--- config.mk ---
export PLATFORM = sky130hd
export DESIGN_NAME = alu_issue_stage_flat
export DESIGN_NICKNAME = d
export VERILOG_FILES = /design/src/rtl/alu_issue_stage_if.sv /design/src/rtl/alu_issue_stage.sv /design/src/flat_wrapper.sv
export SDC_FILE = /design/constraint.sdc
export NUM_CORES = 1
export LEC_CHECK = 0
export CELL_PAD_IN_SITES_DETAIL_PLACEMENT = 2
export CELL_PAD_IN_SITES_GLOBAL_PLACEMENT = 2
export CORE_ASPECT_RATIO = 1.25
export CORE_MARGIN = 4
export CORE_UTILIZATION = 19
export CTS_BUF_LIST = sky130_fd_sc_hd__clkbuf_8
export DETAILED_ROUTE_END_ITERATION = 12
export PLACE_DENSITY = 0.81
export SLEW_MARGIN = 20
export SYNTH_ARGS = -nofsm -noshare
export SYNTH_HDL_FRONTEND = slang
export SYNTH_SLANG_ARGS = --single-unit
--- constraint.sdc ---
create_clock -name clk -period 1.9 [get_ports clk]
set_clock_uncertainty 0.1 [all_clocks]
set_input_delay 0.38 -clock clk [delete_from_list [all_inputs] [get_ports clk]]
set_output_delay 0.38 -clock clk [all_outputs]
set_load 0.005 [all_outputs]
--- src/rtl/alu_issue_stage_if.sv ---
// ID-to-EX bundle for the ALU issue stage: decoded instruction, bypass buses
// and hazard controls in; registered EX-stage operands and status out.
interface alu_issue_stage_if #(
    parameter int DATA_W = 32,
    parameter int CNT_W  = 8
);
    logic              in_valid;
    logic              stall;
    logic              flush;
    logic [1:0]        alu_op;
    logic [5:0]        funct;
    logic              alu_src;
    logic [4:0]        rs_addr;
    logic [4:0]        rt_addr;
    logic [DATA_W-1:0] rs_data;
    logic [DATA_W-1:0] rt_data;
    logic [DATA_W-1:0] imm;
    logic              exmem_wr;
    logic [4:0]        exmem_rd;
    logic [DATA_W-1:0] exmem_res;
    logic              memwb_wr;
    logic [4:0]        memwb_rd;
    logic [DATA_W-1:0] memwb_res;
    logic              ex_valid;
    logic [3:0]        operation;
    logic [DATA_W-1:0] operand1;
    logic [DATA_W-1:0] operand2;
    logic              illegal;
    logic [CNT_W-1:0]  illegal_cnt;

    modport master (
        output in_valid, stall, flush, alu_op, funct, alu_src,
               rs_addr, rt_addr, rs_data, rt_data, imm,
               exmem_wr, exmem_rd, exmem_res, memwb_wr, memwb_rd, memwb_res,
        input  ex_valid, operation, operand1, operand2, illegal, illegal_cnt
    );

    modport slave (
        input  in_valid, stall, flush, alu_op, funct, alu_src,
               rs_addr, rt_addr, rs_data, rt_data, imm,
               exmem_wr, exmem_rd, exmem_res, memwb_wr, memwb_rd, memwb_res,
        output ex_valid, operation, operand1, operand2, illegal, illegal_cnt
    );
endinterface

--- src/rtl/alu_issue_stage.sv ---
// ID/EX pipeline register feeding the execute-stage ALU: opcode decode,
// operand bypass, immediate select, stall/flush and an illegal-funct counter.
module alu_issue_stage #(
    parameter int DATA_W = 32,
    parameter int CNT_W  = 8
) (
    input  logic               clk,
    input  logic               rst_n,
    alu_issue_stage_if.slave   bus
);
    localparam logic [CNT_W-1:0] CNT_MAX = {CNT_W{1'b1}};
    localparam logic [CNT_W-1:0] CNT_ONE = {{(CNT_W-1){1'b0}}, 1'b1};

    logic              ex_valid_q,    ex_valid_d;
    logic [3:0]        operation_q,   operation_d;
    logic [DATA_W-1:0] operand1_q,    operand1_d;
    logic [DATA_W-1:0] operand2_q,    operand2_d;
    logic              illegal_q,     illegal_d;
    logic [CNT_W-1:0]  illegal_cnt_q, illegal_cnt_d;

    logic [3:0]        dec_op_s;
    logic              dec_ill_s;
    logic [DATA_W-1:0] fwd_rs_s;
    logic [DATA_W-1:0] fwd_rt_s;

    // EX/MEM wins over MEM/WB; r0 is hard-wired zero so it is never bypassed.
    function automatic logic [DATA_W-1:0] fwd_sel(
        input logic [4:0]        addr,
        input logic [DATA_W-1:0] rf_val,
        input logic              em_wr,
        input logic [4:0]        em_rd,
        input logic [DATA_W-1:0] em_res,
        input logic              mw_wr,
        input logic [4:0]        mw_rd,
        input logic [DATA_W-1:0] mw_res
    );
        logic [DATA_W-1:0] val;
        if (em_wr && (em_rd == addr) && (addr != 5'd0)) begin
            val = em_res;
        end else if (mw_wr && (mw_rd == addr) && (addr != 5'd0)) begin
            val = mw_res;
        end else begin
            val = rf_val;
        end
        return val;
    endfunction

    // Main-control class plus funct decode into the ALU operation code.
    always_comb begin
        dec_op_s  = 4'b0000;
        dec_ill_s = 1'b0;
        case (bus.alu_op)
            2'b00: dec_op_s = 4'b0010;
            2'b01: dec_op_s = 4'b0110;
            2'b11: dec_op_s = 4'b0001;
            2'b10: begin
                case (bus.funct)
                    6'b100000: dec_op_s = 4'b0010;
                    6'b100010: dec_op_s = 4'b0110;
                    6'b100100: dec_op_s = 4'b0000;
                    6'b100101: dec_op_s = 4'b0001;
                    default: begin
                        dec_op_s  = 4'b1111;
                        dec_ill_s = 1'b1;
                    end
                endcase
            end
            default: begin
                dec_op_s  = 4'b0000;
                dec_ill_s = 1'b0;
            end
        endcase
    end

    // Operand bypass resolution for both source registers.
    always_comb begin
        fwd_rs_s = fwd_sel(bus.rs_addr, bus.rs_data, bus.exmem_wr, bus.exmem_rd,
                           bus.exmem_res, bus.memwb_wr, bus.memwb_rd, bus.memwb_res);
        fwd_rt_s = fwd_sel(bus.rt_addr, bus.rt_data, bus.exmem_wr, bus.exmem_rd,
                           bus.exmem_res, bus.memwb_wr, bus.memwb_rd, bus.memwb_res);
    end

    // Next-state selection: flush beats stall, stall holds everything, else capture or bubble.
    always_comb begin
        ex_valid_d    = 1'b0;
        operation_d   = 4'b0000;
        operand1_d    = {DATA_W{1'b0}};
        operand2_d    = {DATA_W{1'b0}};
        illegal_d     = 1'b0;
        illegal_cnt_d = illegal_cnt_q;
        if (bus.flush) begin
            illegal_cnt_d = illegal_cnt_q;
        end else if (bus.stall) begin
            ex_valid_d    = ex_valid_q;
            operation_d   = operation_q;
            operand1_d    = operand1_q;
            operand2_d    = operand2_q;
            illegal_d     = illegal_q;
            illegal_cnt_d = illegal_cnt_q;
        end else if (bus.in_valid) begin
            ex_valid_d  = 1'b1;
            operation_d = dec_op_s;
            operand1_d  = fwd_rs_s;
            operand2_d  = bus.alu_src ? bus.imm : fwd_rt_s;
            illegal_d   = dec_ill_s;
            if (dec_ill_s && (illegal_cnt_q != CNT_MAX)) begin
                illegal_cnt_d = illegal_cnt_q + CNT_ONE;
            end else begin
                illegal_cnt_d = illegal_cnt_q;
            end
        end else begin
            illegal_cnt_d = illegal_cnt_q;
        end
    end

    // Pipeline register with synchronous active-low reset.
    always_ff @(posedge clk) begin
        if (!rst_n) begin
            ex_valid_q    <= 1'b0;
            operation_q   <= 4'b0000;
            operand1_q    <= {DATA_W{1'b0}};
            operand2_q    <= {DATA_W{1'b0}};
            illegal_q     <= 1'b0;
            illegal_cnt_q <= {CNT_W{1'b0}};
        end else begin
            ex_valid_q    <= ex_valid_d;
            operation_q   <= operation_d;
            operand1_q    <= operand1_d;
            operand2_q    <= operand2_d;
            illegal_q     <= illegal_d;
            illegal_cnt_q <= illegal_cnt_d;
        end
    end

    assign bus.ex_valid    = ex_valid_q;
    assign bus.operation   = operation_q;
    assign bus.operand1    = operand1_q;
    assign bus.operand2    = operand2_q;
    assign bus.illegal     = illegal_q;
    assign bus.illegal_cnt = illegal_cnt_q;
endmodule
--- src/flat_wrapper.sv ---
// flat-port wrapper written by rule: the top's interface ports become plain ports
module alu_issue_stage_flat 
#(
    parameter int DATA_W = 32,
    parameter int CNT_W  = 8
)
  (clk, rst_n, bus_in_valid, bus_stall, bus_flush, bus_alu_op, bus_funct, bus_alu_src, bus_rs_addr, bus_rt_addr, bus_rs_data, bus_rt_data, bus_imm, bus_exmem_wr, bus_exmem_rd, bus_exmem_res, bus_memwb_wr, bus_memwb_rd, bus_memwb_res, bus_ex_valid, bus_operation, bus_operand1, bus_operand2, bus_illegal, bus_illegal_cnt);
  alu_issue_stage_if #(.DATA_W(DATA_W), .CNT_W(CNT_W)) bus_i ();
  input  logic clk;
  input  logic rst_n;
  input wire logic [$bits(bus_i.in_valid)-1:0] bus_in_valid;
  input wire logic [$bits(bus_i.stall)-1:0] bus_stall;
  input wire logic [$bits(bus_i.flush)-1:0] bus_flush;
  input wire logic [$bits(bus_i.alu_op)-1:0] bus_alu_op;
  input wire logic [$bits(bus_i.funct)-1:0] bus_funct;
  input wire logic [$bits(bus_i.alu_src)-1:0] bus_alu_src;
  input wire logic [$bits(bus_i.rs_addr)-1:0] bus_rs_addr;
  input wire logic [$bits(bus_i.rt_addr)-1:0] bus_rt_addr;
  input wire logic [$bits(bus_i.rs_data)-1:0] bus_rs_data;
  input wire logic [$bits(bus_i.rt_data)-1:0] bus_rt_data;
  input wire logic [$bits(bus_i.imm)-1:0] bus_imm;
  input wire logic [$bits(bus_i.exmem_wr)-1:0] bus_exmem_wr;
  input wire logic [$bits(bus_i.exmem_rd)-1:0] bus_exmem_rd;
  input wire logic [$bits(bus_i.exmem_res)-1:0] bus_exmem_res;
  input wire logic [$bits(bus_i.memwb_wr)-1:0] bus_memwb_wr;
  input wire logic [$bits(bus_i.memwb_rd)-1:0] bus_memwb_rd;
  input wire logic [$bits(bus_i.memwb_res)-1:0] bus_memwb_res;
  output wire logic [$bits(bus_i.ex_valid)-1:0] bus_ex_valid;
  output wire logic [$bits(bus_i.operation)-1:0] bus_operation;
  output wire logic [$bits(bus_i.operand1)-1:0] bus_operand1;
  output wire logic [$bits(bus_i.operand2)-1:0] bus_operand2;
  output wire logic [$bits(bus_i.illegal)-1:0] bus_illegal;
  output wire logic [$bits(bus_i.illegal_cnt)-1:0] bus_illegal_cnt;
  assign bus_i.in_valid = bus_in_valid;
  assign bus_i.stall = bus_stall;
  assign bus_i.flush = bus_flush;
  assign bus_i.alu_op = bus_alu_op;
  assign bus_i.funct = bus_funct;
  assign bus_i.alu_src = bus_alu_src;
  assign bus_i.rs_addr = bus_rs_addr;
  assign bus_i.rt_addr = bus_rt_addr;
  assign bus_i.rs_data = bus_rs_data;
  assign bus_i.rt_data = bus_rt_data;
  assign bus_i.imm = bus_imm;
  assign bus_i.exmem_wr = bus_exmem_wr;
  assign bus_i.exmem_rd = bus_exmem_rd;
  assign bus_i.exmem_res = bus_exmem_res;
  assign bus_i.memwb_wr = bus_memwb_wr;
  assign bus_i.memwb_rd = bus_memwb_rd;
  assign bus_i.memwb_res = bus_memwb_res;
  assign bus_ex_valid = bus_i.ex_valid;
  assign bus_operation = bus_i.operation;
  assign bus_operand1 = bus_i.operand1;
  assign bus_operand2 = bus_i.operand2;
  assign bus_illegal = bus_i.illegal;
  assign bus_illegal_cnt = bus_i.illegal_cnt;
  alu_issue_stage #(.DATA_W(DATA_W), .CNT_W(CNT_W)) u_core (.clk(clk), .rst_n(rst_n), .bus(bus_i));
endmodule
==> flow_summary_export.csv, run 1 <==
group,metric,value,unit
run_status,status,"finished, violations left",
run_status,failed_checks,"setup timing",
power,finalPower,4.28,mW
layout,seq_area,0.00156,mm^2
route,drc_errors,0,
synth,synth_area_leaders,"dfxtp_1, mux2i_1, a221o_1",
timing,slew_violations,0,
synth,ys_ff_latch,78,
clock_tree,hold_buffers,0,
layout,syn_to_final_growth,98.8,%
critical_path,worstPathMaxFanout,13,
synth,synthFlopType,"dfxtp_1",
grt,grt_pass1_vias,6845,
synth,synth_top_cell_by_area,"dfxtp_1",
layout,finalNetCount,1075,
route,wirelength,29800,um
synth,yosys.area_share.simple,14.0,%
placed_design,dp_hpwl,21000,um
min_path,hold_class,"flip-flop to flip-flop",
route,viasPerCell,5.03,
synth,synth-compound-area-share,33.2,%
clock_tree,cts_inserted_buffers,9,
critical_path,crit_chain,"buf_6, or4_4, nor2_4, nor3_4, buf_6, buf_16, a221oi_1, o22ai_1",
power,power.density,455,mW/mm^2
layout,multi_input_area,0.00326,mm^2
timing,max_freq,522,MHz
timing,final.period_utilization,101,%
timing,setup_violations,1,
job,cap_violations,0,
layout,final_util,38.3,%
route,firstDrtPassIters,4,
power,clock_power_share,31.3,%
clock_tree,cts_tree,"built",
timing,layout_setup_ws,-14.7,ps
critical_path,critPathLaunch,"bus_rt_addr[0]",
placed_design,dp_cells,1167,
critical_path,cpMostUsedCell,"buf_6",
layout,finalNonFillerCells,1217,
timing,maxSlewHeadroom,61.0,%
timing,min_period,1910,ps
synth,synthXorXnorAreaFrac,4.61,%
placed_design,place.gp.congestion,0.807,
synth,avgSynthCellArea,8.57,um^2
grt,grt_max_degree,33,
synth,synth_area,0.00472,mm^2
floorplanning,dieArea,0.0275,mm^2
clock_tree,cts_root_buf,"clkbuf_8",
critical_path,cp_slowest_cell,"or4_4",
placed_design,dp_worst_setup_slack,-802,ps
synth,synth.yosys.seq_area_share,33.1,%
route,ant_nets,0,
floorplanning,core-area,0.0245,mm^2
timing,hold_violations,0,
min_path,min-delay-start,"u_core.bus.illegal$_SDFFE_PP0N_",
grt,antenna_found_initial,4,
timing,tns,-14.7,ps
synth,synthAdderAreaFrac,0.265,%
critical_path,worst-path-buf-inv,3,
power,p_int,2.99,mW
route,vias,6118,
clock_tree,clkTransAtPathRegs,90,ps
route,wl_per_cell,24.5,um
timing,worst_slew_pin_slew,584,ps
power,power.leakage,3.51,nW
critical_path,startpoint_type,"input pin",
synth,syn-instance-count,551,
critical_path,crit_type,"input pin to flip-flop",
layout,drive_above_1_share,23.4,%
synth,synthesis.nets,748,
synth,synth_top_area_share,33.1,%
placed_design,placed_cell_area,0.00826,mm^2
clock_tree,htreeDepth,3,
synth,synth.distinct_cells,45,
placed_design,port_buffers,273,
power,p_seq_share,39.6,%
critical_path,end_kind,"flip-flop",
power,vdd_drop_max,0.244,mV
synth,synth_top_family_by_area,"compound AO/OA/AOI/OAI gates",
route,drt_iter0_markers,212,
clock_tree,cts.sinks,78,
synth,async_reset_ff_share,0,%
floorplanning,die_h,184,um
critical_path,max_stage_delay,550,ps
power,switching_power,1.28,mW
clock_tree,clk_latency,370,ps
power,combPwrFrac,29.1,%
layout,fill_cells,2695,
floorplanning,dieWidth,149,um
grt,grt_usage,20.3,%
critical_path,worst_ep_arrival_time,2050,ps
grt,overflow,0,
synth,synth_edf_count,0,
timing,holdWs,381,ps
power,swShare,30.0,%
layout,final_area,0.00939,mm^2
critical_path,reg2reg_from,"u_core.bus.illegal_cnt[4]$_SDFFE_PN0P_",
critical_path,worstPathRequired,2040,ps
critical_path,path_delay_family,"simple AND/OR/NAND/NOR gates",
synth,synth_mux_area_share,6.78,%
floorplanning,start_util,19.3,%
floorplanning,std_cell_rows,64,
floorplanning,ios,274,
grt,grt_first_pass_wirelength,42300,um
clock_tree,cts_buffer_depth,2,
synth,yosys_warnings,0,
==> logic make-up after synthesis <==
| family | after synthesis |
|---|---|
| DFF | 78 |
| AOI/OAI and AO/OA | 209 |
| adders and majority gates | 1 |
| buffers and inverters | 85 |
| muxes | 32 |
| xor gates and xnor gates | 24 |
| and+or+nand+nor | 122 |
==> sequential cells by signal, summed over array words and instances (netlist names) <==
signal	cells
u_core.bus.ex_valid	1
u_core.bus.illegal	1
u_core.bus.operation	4
u_core.bus.operand1	32
u_core.bus.illegal_cnt	8
u_core.bus.operand2	32
==> placed cells by master, fill, tap and decap left out, types with 3 or more instances in the layout <==
cell type / n
and3_1: 30
buf_12: 13
dlygate4sd2_1: 4
o2bb2ai_2: 6
o221ai_1: 15
buf_2: 9
mux2i_2: 7
a21oi_1: 36
clkbuf_16: 4
diode_2: 4
xnor2_2: 11
nand2_1: 40
a221o_1: 29
o221ai_2: 18
or4_4: 3
a22oi_1: 34
nor2_1: 8
dlymetal6s2s_1: 3
buf_16: 5
nand4_1: 4
clkdlybuf4s50_1: 249
xnor2_1: 9
mux2i_1: 24
clkbuf_8: 9
inv_1: 37
dfxtp_1: 76
nor2b_4: 3
nor2_4: 6
buf_4: 42
clkinvlp_4: 3
o21ai_0: 34
nand3_1: 3
buf_6: 29
o2bb2ai_1: 25
==> power groups by stage <==
stage	sequential, mW	clock (mW)	combinational, mW
2_1_floorplan	1.73	0	0.350
3_3_place_gp	1.73	0	1.08
3_5_place_dp	1.73	0	1.11
4_1_cts	1.70	1.38	1.18
5_1_grt	1.70	1.45	1.32
6_report	1.70	1.34	1.24
==> cells in the mapped netlist, types with 2 or more instances <==
cell type,instances
xor2_1,3
nor2_1,10
and2_1,2
inv_1,36
o2bb2ai_1,31
nand4_1,4
buf_6,7
mux2i_1,32
clkbuf_1,28
o221ai_1,33
or3_1,3
a22oi_1,34
o21ai_0,35
nand2b_1,3
nand3_1,3
dfxtp_1,78
buf_2,9
nand2_1,43
a21oi_1,38
and3_1,30
o31ai_1,3
or4_1,4
xnor2_1,20
nor3_2,2
nor2_2,2
nor4_1,3
nor4b_1,2
a221o_2,2
a221o_1,29
nor2b_1,2
and3_2,2
buf_1,5
==> repair_timing <==
| action | in CTS | in global routing |
|---|---|---|
| gates cloned | 9 | 5 |
| gates resized for setup | 108 | 92 |
| endpoints found under the setup margin | 73 | 71 |
| buffers inserted | 12 | 9 |
| pin swaps | 20 | 38 |
==> worst register-to-register path: stages, from the launching register on <==
cell and delay [ps]:
dfxtp_1 330, and4_4 200, and3_4 190, a211o_4 370, or4_4 430, a21oi_2 120
==> cell type report <==
type	instances	share of cell area [%]
Timing Repair Buffer	363	40.7
Sequential cell	78	16.7
Tap cell	330	4.40
Multi-Input combinational cell	390	34.7
Antenna cell	4	0.107
Clock buffer	9	1.32
Inverter	36	1.44
Clock inverter	7	0.706
==> worst paths after layout <==
| check | cells after the start | end | slack, ps |
|---|---|---|---|
| worst max-delay path | 8 | u_core.bus.operand2[4]$_SDFFE_PP0N_ | -10 |
| worst min-delay path | 2 | u_core.bus.illegal$_SDFFE_PP0N_ | 380 |
| worst max register to register | 5 | u_core.bus.illegal_cnt[7]$_SDFFE_PN0P_ | 110 |
| worst min register to register | 2 | u_core.bus.illegal$_SDFFE_PP0N_ | 380 |
==> routing by layer <==
layer	share of wire (%)	routed length [um]	global-route usage, %	up-vias
met5	0	0	0	-
li1	-	-	-	2785
met1	37	11000	21.8	3056
met4	3.3	980	8.61	0
met2	54	16100	37.5	221
met3	5.6	1660	5.19	56
Note: power is estimated with default switching activity, not from simulation.
==> run 2: changes to the inputs <==
--- a/config.mk
+++ b/config.mk
@@ -8,7 +8,7 @@
 export CELL_PAD_IN_SITES_DETAIL_PLACEMENT = 2
 export CELL_PAD_IN_SITES_GLOBAL_PLACEMENT = 2
 export CORE_ASPECT_RATIO = 1.25
-export CORE_MARGIN = 4
+export CORE_MARGIN = 2
 export CORE_UTILIZATION = 19
 export CTS_BUF_LIST = sky130_fd_sc_hd__clkbuf_8
 export DETAILED_ROUTE_END_ITERATION = 12
==> constraint.sdc (replaced) <==
create_clock -name clk -period 1.9 [get_ports clk]
set_clock_uncertainty 0.1 [all_clocks]
set_input_delay 0.38 -clock clk [delete_from_list [all_inputs] [get_ports clk]]
set_output_delay 0.38 -clock clk [all_outputs]
set_load 0.01 [all_outputs]
==> flow_summary_export.csv, run 2 (synthesized netlist as in run 1, its figures left out) <==
group,metric,value,unit
layout,final_util,39.5,%
route,vias,6165,
layout,multi_input_area,0.00321,mm^2
grt,grt_pass1_vias,7060,
timing,rsz0062_at_grt,"true",
route,drc_errors,0,
clock_tree,cts.sinks,78,
critical_path,end_kind,"flip-flop",
layout,finalNetCount,1093,
clock_tree,clkTransAtPathRegs,90,ps
grt,overflow,0,
route,wirelength,30100,um
timing,slew_violations,0,
grt,grt_usage,21.9,%
job,cap_violations,0,
critical_path,worstPathRequired,2060,ps
clock_tree,cts_root_buf,"clkbuf_8",
placed_design,dp_hpwl,20500,um
power,power.leakage,3.73,nW
floorplanning,std_cell_rows,64,
placed_design,place.gp.congestion,0.797,
placed_design,port_buffers,273,
min_path,hold_class,"flip-flop to flip-flop",
timing,max_freq,509,MHz
timing,hold_violations,0,
grt,grt_max_degree,33,
clock_tree,cts_inserted_buffers,9,
floorplanning,ios,274,
power,power.density,462,mW/mm^2
layout,fill_cells,2651,
clock_tree,hold_buffers,0,
route,viasPerCell,4.98,
run_status,failed_checks,"setup timing",
run_status,status,"finished, violations left",
layout,seq_area,0.00157,mm^2
floorplanning,start_util,19.3,%
route,firstDrtPassIters,4,
floorplanning,dieArea,0.0261,mm^2
timing,holdWs,369,ps
route,ant_nets,0,
grt,grt_first_pass_wirelength,43700,um
layout,final_area,0.00964,mm^2
timing,worst_slew_pin_slew,389,ps
timing,maxSlewHeadroom,73.8,%
clock_tree,htreeDepth,3,
route,drt_iter0_markers,209,
floorplanning,die_h,180,um
floorplanning,dieWidth,145,um
placed_design,placed_cell_area,0.00840,mm^2
critical_path,worstPathMaxFanout,3,
power,vdd_drop_max,0.337,mV
layout,mostFrequentLayoutCells,"clkdlybuf4s50_1, dfxtp_1, buf_4",
clock_tree,clk_latency,370,ps
clock_tree,cts_tree,"built",
placed_design,dp_worst_setup_slack,-814,ps
timing,min_period,1960,ps
floorplanning,core-area,0.0244,mm^2
layout,drive_above_1_share,24.1,%
critical_path,crit_type,"input pin to flip-flop",
route,wl_per_cell,24.4,um
critical_path,startpoint_type,"input pin",
clock_tree,cts_buffer_depth,2,
critical_path,worst_ep_arrival_time,2120,ps
grt,antenna_found_initial,6,
layout,layout_commonest_cell,"clkdlybuf4s50_1",
layout,syn_to_final_growth,104,%
timing,layout_setup_ws,-64.0,ps
timing,final.period_utilization,103,%
timing,setup_violations,3,
## run 2: cell count changes in the layout (fill, tap and decap cells not counted), moves of 4 or more
cell	change
buf_4	+12
o221ai_2	-11
clkdlybuf4s50_1	-9
o221ai_1	+9
buf_12	+6
mux2i_2	-6
buf_16	+5
dlymetal6s2s_1	+5
o2bb2ai_1	-4
o2bb2ai_2	+4
## run 2: where the power goes
group / internal, mW / switching [mW]
Sequential: 1.67 / 0.0229
Combinational: 0.752 / 0.550
Clock: 0.735 / 0.720
Total: 3.16 / 1.29
## run 2: layer usage
metal / up-vias / GRT usage (%) / routed length [um]
li1: 2807 / - / -
met1: 3074 / 22.0 / 10800
met2: 230 / 43.4 / 16800
met3: 54 / 4.61 / 1510
met4: 0 / 9.03 / 1050
met5: - / 0 / 0
## run 2: cell type report
cell class,instances,area share [%]
clock buffers,9,1.29
diodes,7,0.182
multi-input cells,389,33.3
well taps,330,4.28
inverters,36,1.40
flip-flops and latches,78,16.3
clock inverters,6,0.909
repair buffers,382,42.4
## run 2: stage by stage
| stage | setup TNS, ps | total power, mW | cells |
|---|---|---|---|
| 6_report | -82.1 | 4.45 | 1237 |
| 2_1_floorplan | -683 | 2.10 | 551 |
| 3_5_place_dp | -51620 | 2.87 | 1175 |
| 5_1_grt | -349 | 4.64 | 1237 |
| 4_1_cts | -7.96 | 4.45 | 1223 |
| 3_3_place_gp | -48050 | 2.84 | 1175 |
## run 2: worst max-delay path, stage by stage
cell	delay, ps
clkdlybuf4s50_1	460
or3b_4	400
buf_4	160
nor3b_1	250
o21ai_0	200
a22oi_1	200
nor2_1	60
## run 2: worst paths after layout
check                                    startpoint  slack, ps                                      to  depth (start not counted)
max                                    bus_funct[5]        -60    u_core.bus.operation[1]$_SDFFE_PP0N_                          7
min            u_core.bus.operation[3]$_SDFFE_PP0N_        370    u_core.bus.operation[3]$_SDFFE_PP0N_                          2
max reg2reg  u_core.bus.illegal_cnt[4]$_SDFFE_PN0P_         70  u_core.bus.illegal_cnt[3]$_SDFFE_PN0P_                          6
min reg2reg    u_core.bus.operation[3]$_SDFFE_PP0N_        370    u_core.bus.operation[3]$_SDFFE_PP0N_                          2
## run 2: timing repair
action | 4_1_cts | 5_1_grt
gates cloned | 12 | 3
endpoints found under the hold margin | 0 | 0
setup buffers | 22 | 6
resized for setup | 138 | 55
pin swaps | 22 | 43
setup endpoints to repair | 78 | 74
